$ cat src/rtl/fde_pipeline_ctrl.sv
`default_nettype none
// ============================================================================
// Module   : fde_pipeline_ctrl
// Purpose  : Fetch/decode/execute pipeline sequencer. Holds the pipe frozen
//            after reset, stalls on load-use hazards and on instruction fetch
//            misses, and flushes on taken branches. A saturating counter
//            tracks bubble cycles.
// Revision : 1.0  initial release
// ============================================================================
module fde_pipeline_ctrl #(
  parameter int REG_ADDR_W     = 5,
  parameter int STARTUP_CYCLES = 4,
  parameter int FLUSH_CYCLES   = 2
) (
  input  logic                  clock_i,
  input  logic                  reset_n_i,
  input  logic                  imem_ready_i,
  input  logic                  id_valid_i,
  input  logic [REG_ADDR_W-1:0] id_rs1_i,
  input  logic [REG_ADDR_W-1:0] id_rs2_i,
  input  logic                  id_uses_rs1_i,
  input  logic                  id_uses_rs2_i,
  input  logic                  ex_valid_i,
  input  logic                  ex_is_load_i,
  input  logic [REG_ADDR_W-1:0] ex_rd_i,
  input  logic                  ex_branch_taken_i,
  output logic                  pc_en_o,
  output logic                  if_id_en_o,
  output logic                  if_id_flush_o,
  output logic                  id_ex_en_o,
  output logic                  id_ex_bubble_o,
  output logic [1:0]            state_o,
  output logic [15:0]           bubble_count_o
);

  typedef enum logic [1:0] {
    ST_STARTUP = 2'd0,
    ST_RUN     = 2'd1,
    ST_FLUSH   = 2'd2,
    ST_UNUSED  = 2'd3
  } state_e;

  localparam int SCNT_W = $clog2(STARTUP_CYCLES + 1);
  localparam int FCNT_W = $clog2(FLUSH_CYCLES + 1);
  localparam logic [SCNT_W-1:0] SCNT_LAST = SCNT_W'(STARTUP_CYCLES - 1);
  localparam logic [FCNT_W-1:0] FCNT_LAST = FCNT_W'(FLUSH_CYCLES - 1);

  state_e              state_q, state_d;
  logic [SCNT_W-1:0]   startup_cnt_q, startup_cnt_d;
  logic [FCNT_W-1:0]   flush_cnt_q, flush_cnt_d;
  logic [15:0]         bubble_q, bubble_d;

  logic                branch_w;
  logic                load_use_w;

  assign branch_w   = ex_valid_i & ex_branch_taken_i;
  // A load whose destination feeds the decode instruction must hold decode
  // one cycle; x0 is hard-wired zero so it never creates a dependency.
  assign load_use_w = ex_valid_i & ex_is_load_i & id_valid_i & (ex_rd_i != '0)
                    & ((id_uses_rs1_i & (id_rs1_i == ex_rd_i))
                     | (id_uses_rs2_i & (id_rs2_i == ex_rd_i)));

  // Same-cycle control outputs and next-state selection.
  always_comb begin
    pc_en_o        = 1'b0;
    if_id_en_o     = 1'b0;
    if_id_flush_o  = 1'b0;
    id_ex_en_o     = 1'b0;
    id_ex_bubble_o = 1'b0;
    state_d        = state_q;
    startup_cnt_d  = startup_cnt_q;
    flush_cnt_d    = flush_cnt_q;
    case (state_q)
      ST_STARTUP: begin
        if (startup_cnt_q == SCNT_LAST) begin
          state_d       = ST_RUN;
          startup_cnt_d = '0;
        end else begin
          startup_cnt_d = startup_cnt_q + 1'b1;
        end
      end
      ST_RUN: begin
        if (branch_w) begin
          pc_en_o        = 1'b1;
          if_id_en_o     = 1'b1;
          if_id_flush_o  = 1'b1;
          id_ex_en_o     = 1'b1;
          id_ex_bubble_o = 1'b1;
          state_d        = ST_FLUSH;
          flush_cnt_d    = '0;
        end else if (load_use_w) begin
          id_ex_en_o     = 1'b1;
          id_ex_bubble_o = 1'b1;
        end else if (!imem_ready_i) begin
          // Decode still issues; only the fetch slot is squashed.
          if_id_en_o     = 1'b1;
          if_id_flush_o  = 1'b1;
          id_ex_en_o     = 1'b1;
        end else begin
          pc_en_o        = 1'b1;
          if_id_en_o     = 1'b1;
          id_ex_en_o     = 1'b1;
        end
      end
      ST_FLUSH: begin
        pc_en_o        = imem_ready_i;
        if_id_en_o     = 1'b1;
        if_id_flush_o  = 1'b1;
        id_ex_en_o     = 1'b1;
        id_ex_bubble_o = 1'b1;
        if (flush_cnt_q == FCNT_LAST) begin
          state_d     = ST_RUN;
          flush_cnt_d = '0;
        end else begin
          flush_cnt_d = flush_cnt_q + 1'b1;
        end
      end
      default: begin
        state_d       = ST_STARTUP;
        startup_cnt_d = '0;
        flush_cnt_d   = '0;
      end
    endcase
    bubble_d = (id_ex_bubble_o && (bubble_q != 16'hFFFF)) ? bubble_q + 16'd1 : bubble_q;
  end

  // State, phase counters and bubble counter.
  always_ff @(posedge clock_i or negedge reset_n_i) begin
    if (!reset_n_i) begin
      state_q       <= ST_STARTUP;
      startup_cnt_q <= '0;
      flush_cnt_q   <= '0;
      bubble_q      <= '0;
    end else begin
      state_q       <= state_d;
      startup_cnt_q <= startup_cnt_d;
      flush_cnt_q   <= flush_cnt_d;
      bubble_q      <= bubble_d;
    end
  end

  assign state_o        = state_q;
  assign bubble_count_o = bubble_q;

endmodule
`default_nettype wire

$ cat config.mk
export PLATFORM = sky130hd
export DESIGN_NAME = fde_pipeline_ctrl
export DESIGN_NICKNAME = d
export VERILOG_FILES = /design/src/rtl/fde_pipeline_ctrl.sv
export SDC_FILE = /design/constraint.sdc
export NUM_CORES = 1
export LEC_CHECK = 0
export CAP_MARGIN = 20
export CORE_MARGIN = 5
export CORE_UTILIZATION = 35
export CTS_BUF_LIST = sky130_fd_sc_hd__clkbuf_2
export DETAILED_ROUTE_END_ITERATION = 7
export PLACE_DENSITY_LB_ADDON = 0.15
export SKIP_LAST_GASP = 1
export SYNTH_ARGS = -nofsm -noshare
export SYNTH_HDL_FRONTEND = slang
export SYNTH_SLANG_ARGS = --single-unit
$ cat constraint.sdc
create_clock -name clock_i -period 3 [get_ports clock_i]
set_input_delay 0.6 -clock clock_i [delete_from_list [all_inputs] [get_ports clock_i]]
set_output_delay 0.6 -clock clock_i [all_outputs]
set_load 0.005 [all_outputs]
==> flow_summary.json <==
{
  "status": "finished clean",
  "yosys.cell_types.count": 32,
  "fin_nets": 230,
  "r2r_end": "bubble_count_o[15]$_DFFE_PN0P_",
  "crit_start": "id_rs1_i[3]",
  "wl_per_cell_um": 13.9,
  "async_flop_share": 1.00,
  "crit_path_max_incr_delay_ns": 0.47,
  "endpoint_kind": "primary output",
  "path_cells": "clkdlybuf4s50_1, xnor2_1, nand4_1, o22ai_2, nand2_1, nand3b_1, a21boi_1, clkdlybuf4s50_1",
  "portBuffers": 46,
  "hold_end": "startup_cnt_q[1]$_DFFE_PN0N_",
  "vias": 1237,
  "clock_sinks": 23,
  "dieArea_um2": 5340,
  "synth_top_family_by_area": "simple AND/OR/NAND/NOR gates",
  "crit_arrival_ns": 2.26,
  "place_ws_ns": -0.112,
  "finalSetupViolCount": 0,
  "hold_path.class": "register to register",
  "cts_root_buffer": "clkbuf_2",
  "cp_num_buf_inv": 2,
  "syn_area_per_cell_um2": 9.55,
  "yosysSeqAreaShare": 0.413,
  "yosys.area.top_type": "dfrtp_1",
  "critPathKind": "input port to primary output",
  "cts_buffers": 3,
  "final_util": 0.500,
  "p_leak_uw": 0.000938,
  "die_h_um": 73.1,
  "r2r_setup_slack_ns": 0.72,
  "rows": 23,
  "maxSlewHeadroom": 0.620,
  "crit_fanout": 3,
  "synth_ff_type": "dfrtp_1",
  "routed_wl_um": 3470,
  "cp_slowest_cell": "clkdlybuf4s50_1",
  "die_w_um": 73.1,
  "synth_top_cell_area_share": 0.413,
  "start_util": 0.354,
  "io_pins": 47,
  "drc_errors": 0,
  "num-fill-cells": 378,
  "grtUsageTotal": 0.144,
  "vdd_drop_max_mv": 0.303,
  "r2r_cells": 8,
  "min_from": "startup_cnt_q[1]$_DFFE_PN0N_",
  "maxSlewViolCount": 0,
  "synth_edf_count": 0,
  "clk_path_buf_depth": 2,
  "synth.cell_area_um2": 1390,
  "cpMostUsedCell": "clkdlybuf4s50_1",
  "drive_above_1_share": 0.0950,
  "skew_ns": 0.00696,
  "diodes": 0,
  "hold_buffers": 0,
  "synthAdderAreaFrac": 0.0449,
  "htree_levels": 1,
  "critPathLaunchType": "input port",
  "clk_latency_ns": 0.31,
  "synth.mux.area_fraction": 0.0180,
  "grt_pass1_vias": 1319,
  "synth-simple-area-share": 0.224,
  "ys_ff_latch": 23,
  "grt_max_degree": 24,
  "whs_path_depth": 2,
  "hold_violations": 0,
  "vias_per_cell": 4.95,
  "path_delay_family": "buffers and inverters",
  "min_period_ns": 2.86,
  "yosysWarningCount": 0,
  "rsz0062_at_grt": "false",
  "setup_ws_ns": 0.143,
  "worstPathRequired_ns": 2.40,
  "core_area_um2": 3940,
  "antenna_left": 0,
  "tightest_slew_ns": 0.567,
  "hpwl_um": 2720,
  "syn_to_final_growth_pct": 41.5,
  "dr.pass1.iters": 4,
  "netlist_instances": 146,
  "max_freq_ghz": 0.350,
  "powerDensity_nw_per_um2": 569,
  "antenna_found_initial": 0,
  "cts_tree": "done",
  "syn-num-nets": 175,
  "overflow": 0,
  "setup_tns_ns": 0,
  "clk_pin_slew_ns": 0.20,
  "synth_compound_area_frac": 0.116,
  "ys_top_cells_by_area": "dfrtp_1 (41%), xnor2_1 (8.2%), xor2_1 (7.5%), nand2_1 (4.6%), ha_1 (4.5%)",
  "fin_crit_sh": 0.952,
  "max_cap_viol_count": 0,
  "synthXorXnorAreaFrac": 0.157,
  "gp_congestion": 0.921,
  "drt_iter0_drc": 32,
  "grt_pass1_wl_um": 6110,
  "r2r-start": "state_o[1]$_DFFE_PN0P_"
}
cell usage in the layout (no fill, tap or decap), types with 2 or more instances in the layout:
cell,netlist,routed
clkdlybuf4s50_1,0,38
dfrtp_1,23,23
nand2_1,17,17
nor2_1,15,15
xnor2_1,13,13
xor2_1,12,12
inv_1,8,8
nand3_1,7,7
a21oi_1,6,6
dlygate4sd2_1,0,6
buf_4,0,6
nor3_1,5,5
ha_1,5,5
nand4_1,4,4
clkbuf_2,0,4
o21ai_0,4,3
nand4_2,3,3
a21boi_1,0,2
a31oi_1,2,2
a21boi_0,4,2
dlymetal6s2s_1,0,2
where the power goes:
part / leakage (µW) / internal, µW / switching [µW]
clock: 0.0000166 / 35.3 / 87.5
combinational: 0.000617 / 296 / 273
sequential: 0.000305 / 367 / 63.8
timing repair:
action,4_1_cts,5_1_grt
setup endpoints to repair,4,2
endpoints found under the hold margin,0,0
pin swaps,2,2
gates resized for setup,9,2
buffers inserted,1,1
how the worst max path moves through the flow:
stage,to,cells after the start
floorplan,if_id_en_o,6
global placement,if_id_en_o,8
detailed placement,if_id_en_o,8
CTS,if_id_flush_o,9
global route,if_id_flush_o,8
finish,if_id_flush_o,8
Yosys cell counts (2+ instances only):
cell type and instances:
a21boi_0 4, nor2_1 15, xor2_1 12, a31oi_1 2, nand4_2 3, ha_1 5, xnor2_1 13, a21oi_1 6
clkbuf_1 2, nor3_1 5, nand2_1 17, dfrtp_1 23, inv_1 8, o21ai_0 4, nand4_1 4, nand3_1 7
cell families (layout without fill, tap and decap cells):
logic type,Yosys count,after routing
AO/OA/AOI/OAI,23,23
AND/OR/NAND/NOR,58,58
adder cells (fa/ha/maj),5,5
flip-flops,23,23
buffers and inverters,10,64
multiplexers,2,2
XOR/XNOR,25,25
metal layers:
layer | global-route usage | wire length, µm
met5 | 0 | 0
met4 | 0.0348 | 26
met3 | 0.0317 | 270
met2 | 0.234 | 1610
met1 | 0.192 | 1570
sequential cells by signal, summed over array words and instances (netlist names):
name            cells
state_o             2
startup_cnt_q       3
flush_cnt_q         2
bubble_count_o     16
metrics by stage:
stage	total power [µW]	cells	hold WS, ns	cell area [µm²]
after floorplan	745	146	0.304	1390
after global placement	1000	244	0.476	1940
after detailed placement	1020	244	0.489	1940
after CTS	1140	249	0.532	1960
after global routing	1230	250	0.567	1970
final	1120	250	0.527	1970
layout make-up:
type	count	area, µm²	area share
well taps	50	62.6	0.0317
repair buffers	52	503	0.255
clock buffers	4	20.0	0.0102
inverters	8	30.0	0.0152
flip-flops and latches	23	576	0.292
multi-input cells	113	781	0.396
tightest hold or removal path, delay by kind of cell (launching register included):
family	cells	cell delay, ns
simple gates	1	0.05
compound gates	1	0.06
flops	1	0.40
Note: power is estimated with default switching activity, not from simulation.
